**config.mk**
```make
export PLATFORM = sky130hd
export DESIGN_NAME = cache_fill_fsm
export DESIGN_NICKNAME = d
export VERILOG_FILES = /design/src/rtl/cache_fill_fsm.sv
export SDC_FILE = /design/constraint.sdc
export NUM_CORES = 1
export LEC_CHECK = 0
export ABC_AREA = 1
export BUFFER_PORTS_ARGS = -buffer_cell sky130_fd_sc_hd__buf_4
export CELL_PAD_IN_SITES_DETAIL_PLACEMENT = 0
export CELL_PAD_IN_SITES_GLOBAL_PLACEMENT = 1
export CORE_UTILIZATION = 29
export CTS_BUF_LIST = sky130_fd_sc_hd__clkbuf_4 sky130_fd_sc_hd__clkbuf_8
export DETAILED_ROUTE_END_ITERATION = 6
export PLACE_DENSITY_LB_ADDON = 0.1
export SYNTH_ARGS = -nofsm -noshare
export SYNTH_HDL_FRONTEND = slang
export SYNTH_SLANG_ARGS = --single-unit
```
**constraint.sdc**
```tcl
create_clock -name clk -period 1.2 [get_ports clk]
set_clock_uncertainty 0.05 [all_clocks]
set_input_delay 0.24 -clock clk [delete_from_list [all_inputs] [get_ports clk]]
set_output_delay 0.24 -clock clk [all_outputs]
set_load 0.03 [all_outputs]
```
**src/rtl/cache_fill_fsm.sv**
```systemverilog
// Cache miss fill engine: streams one aligned block from in-order, fixed-latency
// memory into the data array, writing the tag alongside the final word.
module cache_fill_fsm #(
  parameter int ADDR_WIDTH  = 16,
  parameter int BLOCK_WORDS = 8
) (
  input  logic                  clk,
  input  logic                  rst,
  input  logic                  miss_detected,
  input  logic [ADDR_WIDTH-1:0] miss_address,
  output logic                  fsm_busy,
  output logic                  write_data_array,
  output logic                  write_tag_array,
  output logic [ADDR_WIDTH-1:0] data_addr,
  output logic [15:0]           data_out,
  output logic                  mem_en,
  output logic [ADDR_WIDTH-1:0] mem_addr,
  input  logic                  mem_data_valid,
  input  logic [15:0]           mem_data_in
);

  localparam int CW = $clog2(BLOCK_WORDS) + 1;

  localparam logic [0:0] S_IDLE = 1'b0;
  localparam logic [0:0] S_FILL = 1'b1;

  localparam logic [CW-1:0]         CNT_FULL = CW'(BLOCK_WORDS);
  localparam logic [CW-1:0]         CNT_LAST = CW'(BLOCK_WORDS - 1);
  localparam logic [ADDR_WIDTH-1:0] OFF_MASK = ADDR_WIDTH'((1 << CW) - 1);

  logic [0:0]            state_q,   state_d;
  logic [ADDR_WIDTH-1:0] base_q,    base_d;
  logic [CW-1:0]         req_cnt_q, req_cnt_d;
  logic [CW-1:0]         rcv_cnt_q, rcv_cnt_d;

  logic                  fill;
  logic                  req_fire;
  logic                  rcv_fire;
  logic                  rcv_last;
  logic [ADDR_WIDTH-1:0] req_off;
  logic [ADDR_WIDTH-1:0] rcv_off;

  assign fill     = (state_q == S_FILL);
  assign req_fire = fill && (req_cnt_q < CNT_FULL);
  assign rcv_fire = fill && mem_data_valid;
  assign rcv_last = rcv_fire && (rcv_cnt_q == CNT_LAST);

  // Base is block-aligned, so OR-ing in the word offset never carries out of the block.
  assign req_off = ADDR_WIDTH'({req_cnt_q[CW-2:0], 1'b0});
  assign rcv_off = ADDR_WIDTH'({rcv_cnt_q[CW-2:0], 1'b0});

  always_comb begin
    state_d   = state_q;
    base_d    = base_q;
    req_cnt_d = req_cnt_q;
    rcv_cnt_d = rcv_cnt_q;
    case (state_q)
      S_IDLE: begin
        if (miss_detected) begin
          state_d   = S_FILL;
          base_d    = miss_address & ~OFF_MASK;
          req_cnt_d = '0;
          rcv_cnt_d = '0;
        end
      end
      S_FILL: begin
        if (req_fire) req_cnt_d = req_cnt_q + 1'b1;
        if (rcv_fire) rcv_cnt_d = rcv_cnt_q + 1'b1;
        if (rcv_last) state_d = S_IDLE;
      end
      default: state_d = S_IDLE;
    endcase
  end

  always_ff @(posedge clk or posedge rst) begin
    if (rst) begin
      state_q   <= S_IDLE;
      base_q    <= '0;
      req_cnt_q <= '0;
      rcv_cnt_q <= '0;
    end else begin
      state_q   <= state_d;
      base_q    <= base_d;
      req_cnt_q <= req_cnt_d;
      rcv_cnt_q <= rcv_cnt_d;
    end
  end

  // Everything is gated by FILL so an idle engine presents all-zero outputs.
  always_comb begin
    fsm_busy         = fill;
    mem_en           = req_fire;
    mem_addr         = fill ? (base_q | req_off) : '0;
    write_data_array = rcv_fire;
    write_tag_array  = rcv_last;
    data_addr        = rcv_fire ? (base_q | rcv_off) : '0;
    data_out         = fill ? mem_data_in : '0;
  end

endmodule

```
# Word level (Yosys, flattened, before mapping)
# Index checks and enable logic that the tools add are counted.
[totals]
register_bits = 21
latch_bits = 0
mem_bits_rw = 0
rom_bits = 0
input_bits = 36
out_inout_bits = 52
word_cells = 31
mem_count = 0
[classes]
add_sub_neg = 2
multipliers = 0
div_mod_pow = 0
order_cmp = 1
eq_ne = 4
shift = 0
n_mux = 11
bitwise = 3
n_reduce_logical = 6
[op_table]
columns = ["cell", "n"]
rows = [
  ["16-bit 2-to-1 mux", 3],
  ["16-bit by 4-bit bitwise OR with 16-bit output", 2],
  ["4-bit one-hot mux with 2 select lines", 2],
  ["4-bit 2-to-1 mux", 3],
  ["4-bit by 1-bit adder with 4-bit output (second input constant)", 2],
  ["2-bit AND reduction", 3],
  ["4-bit by 3-bit equality test with 1-bit output (second input constant)", 1],
  ["4-bit less-than comparator (second input constant)", 1],
  ["2-bit != test (second input constant)", 2],
  ["1-bit logical AND", 3],
  ["1-bit 2-to-1 mux", 2],
  ["2-bit by 1-bit != test with 1-bit output (second input constant)", 1],
  ["1-bit one-hot mux with 2 select lines", 1],
  ["1-bit inverter", 1],
]

# Depth between registers and ports, before layout
[depth]
word_depth = 4
depth_mapped = 6
ltp_nobuf = 6

# Worst setup path before layout
# Ideal clock, no wire load.
[synth_timing]
path_type = "register to output"
from = "register state_q, in the netlist fsm_busy"
to = "output port data_addr[10]"
arrival_time_ns = 1.333
required_ns = 0.910
setup_slack_ns = -0.423
stages_incl_launch_ff = 5
n_path_buf = 2
path_cell_list = "dfrtp_1 buf_6 nand2_2 buf_2 nor2_1"
[synth_via]
elab_chain_len = 2
[synth_rtl]
columns = ["item", "line", "rtl"]
rows = [
  ["from (decl)", "31", "logic [0:0] state_q, state_d;"],
  ["from (signal assigned)", "82", "state_q <= state_d;"],
  ["1-bit logical AND", "45", "assign rcv_fire = fill && mem_data_valid;"],
  ["16-bit 2-to-1 mux", "96", "data_addr = rcv_fire ? (base_q | rcv_off) : '0;"],
  ["to (decl)", "14", "output logic [ADDR_WIDTH-1:0] data_addr,"],
]
# No other way between the ends.

# Final worst setup path
[layout_timing]
from = "register state_q, in the netlist fsm_busy"
to = "output port write_tag_array"
[layout_via]
elab_chain_len = 2
[layout_rtl]
columns = ["item", "line", "rtl"]
rows = [
  ["1-bit logical AND", "45", ""],
  ["1-bit logical AND", "46", "assign rcv_last = rcv_fire && (rcv_cnt_q == CNT_LAST);"],
  ["to (decl)", "13", "output logic write_tag_array,"],
]
# No other way between the ends.

==> run metrics <==
Area Growth Syn to Fin=77.0%; total CTS buffers=3; crit path cell chain=nand2_4, nor2_4, nand2_2, inv_2, buf_6; Final Slew Violations=0; clk_lat worst skew=0.26 ns; Core Rows=24; fmax=675 MHz; Internal=3.19 mW; GRT Util Overall=0.150; crit share post-route=1.23; CP Class=reg -> out; worst-case clock buffer depth=2; Clk Tree Root Cell=clkbuf_8; commonest non-fill, non-tap cells in the layout=buf_4 (60), nand2_1 (44), buf_6 (34), inv_2 (33), inv_1 (21); library cells used by synthesis=20; CP Data Arrival Time=1.19 ns; failing checks=setup timing; die area=0.00511 mm²; max-capacitance violation count=0; top-area cell type share of the netlist area=0.375; Worst VDD drop=1.17 mV; Initial Util=0.311; register area share after synthesis=0.375; largest net degree at the start of global routing=33; Comb power frac=0.727; share of post-route cells with drive strength above 1=0.652; fin cells=342; worst min-delay path category=in -> reg; initial antenna violation count=0; final WL=3540 µm; Detailed Route Iter0 Violations=47; Final Setup Violations=69; ANT cells=0; Syn Std Cell Area=0.00140 mm²; commonest non-fill, non-tap cell in the layout=buf_4; #FFs+latches synth=21; Final HPWL DP=2720 µm; Mean Syn Cell Area=7.07 µm²; Worst Setup End Kind=output port; vias in the first global route=between 1k and 1.5k; H-tree levels=1; crit-path max FO=5; post-synth top area cell=dfrtp_1; crit path launch=fsm_busy; TritonCTS clock tree=done; Via Count=1393; Vias/cell=4.07; Cells after Synth=198; wire per inst=10.4 µm; CTS clk-pin slew, worst paths=0.08 ns; RSZ-0062 raised after global routing=true; sw frac=0.505; leakage=1.41 nW; CP Launch Type=register; placed insts=335; reg-to-reg endpoint=rcv_cnt_q[0]; first-pass GRT wire length=5980 µm; Power Dens Cells=2600 mW/mm²; gpl congestion=slightly above 0.7; crit-path max cell delay=0.42 ns; R2R depth=5; DIE HEIGHT=71.5 µm; P_sw=3.25 mW; CP max-delay cell=dfrtp_2; die width=a little over 70 µm; grt ovf=0; dpl cell area=0.00224 mm²; Clock power frac=0.072; core area=~0.0045 mm²; r2r startpoint=fsm_busy; IO buf count=81; fin nets=roughly 330; CP required=0.91 ns; crit path to=write_tag_array; fin area=0.00248 mm²; Sink Count=21; register share of total power=0.201; number of fill cells=around 450; Final WS setup=-0.280 ns; post-route DRC violation count=0; num ports=88; Final ANT Viol Nets=0; status=complete, but fails checks; Initial DRT Pass Iterations=3; Ys Warns=0; most area-consuming cells after synthesis=dfrtp_1 (38%), inv_1 (15%), nand2_1 (13%); Tmin final=1.48 ns; R2R setup slack=-0.08 ns; Hold Vio Cnt, Final=0
metrics by stage:
step           hold WS, ns  utilization  setup TNS [ns]  setup WS (ns)  total power, mW
5_1_grt              0.143        0.550          -17.55         -0.358             6.91
3_5_place_dp         0.210        0.498           -1.04        -0.0937             5.62
4_1_cts              0.149        0.534          -13.71         -0.287             6.34
3_3_place_gp         0.205        0.498          -0.644        -0.0727             5.59
2_1_floorplan        0.166            -           -3.90         -0.124             4.23
6_report             0.154        0.550          -12.59         -0.280             6.44
worst min path at each step:
stage	end	slack [ns]	cells past startpoint	startpoint
2_1_floorplan	base_q[10]	0.17	1	rst
3_3_place_gp	req_cnt_q[1]	0.21	3	rst
3_5_place_dp	req_cnt_q[2]	0.21	3	rst
4_1_cts	base_q[9]	0.15	3	miss_address[9]
5_1_grt	base_q[9]	0.14	3	miss_address[9]
6_report	base_q[9]	0.15	3	miss_address[9]
critical path, delay by kind of cell (launching register included):
family | cells | cell delay (ns)
buffers and inverters | 2 | 0.17
and+or+nand+nor | 3 | 0.34
DFF | 1 | 0.42
kinds of logic after synthesis:
kind of cell | synth area share
adders and majority gates | 0.0179
and+or+nand+nor | 0.296
other | 0.00268
buffers and inverters | 0.219
AOI/OAI and AO/OA | 0.0894
DFF | 0.375
power by group through the flow:
stage | registers, mW | logic, mW | clock network (mW)
after floorplan | 1.26 | 2.96 | 0
after global placement | 1.29 | 4.30 | 0
after detailed placement | 1.29 | 4.33 | 0
after CTS | 1.29 | 4.57 | 0.485
after global routing | 1.34 | 5.05 | 0.518
final | 1.29 | 4.68 | 0.463
flip-flops by register name, summed over array words and instances (netlist names):
signal and count:
base_q 12, req_cnt_q 4, rcv_cnt_q 4, fsm_busy 1
per-layer routing:
layer	global-route usage	share of wire	vias to the layer above
li1	-	-	739
met1	0.199	0.46	610
met2	0.243	0.47	42
met3	0.0436	0.062	2
met4	0.0327	0.0059	0
met5	0	0	-
synthesized netlist by cell type:
library cell / number
nand2_2: 1
a21oi_2: 12
o21ai_0: 1
nand3_1: 7
a21oi_1: 2
inv_1: 55
nor2_4: 1
nand2_8: 1
buf_2: 4
buf_6: 5
o21ai_1: 1
nand4_1: 1
buf_4: 2
nand2_1: 49
nor2_1: 17
ha_1: 2
inv_6: 1
dfrtp_1: 21
conb_1: 1
nor2_2: 14
timing repair:
item | in CTS | in global routing
gates resized for setup | 31 | 19
hold endpoints to repair | 21 | 0
setup buffers | 1 | 2
hold buffers | 1 | 0
pin swaps | 2 | 3
endpoints found under the setup margin | 70 | 71
final cells by class:
| cell class | instances | area [µm²] | share of cell area |
|---|---|---|---|
| Clock inverter | 1 | 5.00 | 0.00202 |
| Inverter | 56 | 220 | 0.0888 |
| Multi-Input combinational cell | 111 | 717 | 0.289 |
| Sequential cell | 21 | 527 | 0.213 |
| Clock buffer | 3 | 41.3 | 0.0167 |
| Tap cell | 52 | 65.1 | 0.0262 |
| Timing Repair Buffer | 98 | 903 | 0.364 |
Note: power is estimated with default switching activity, not from simulation.
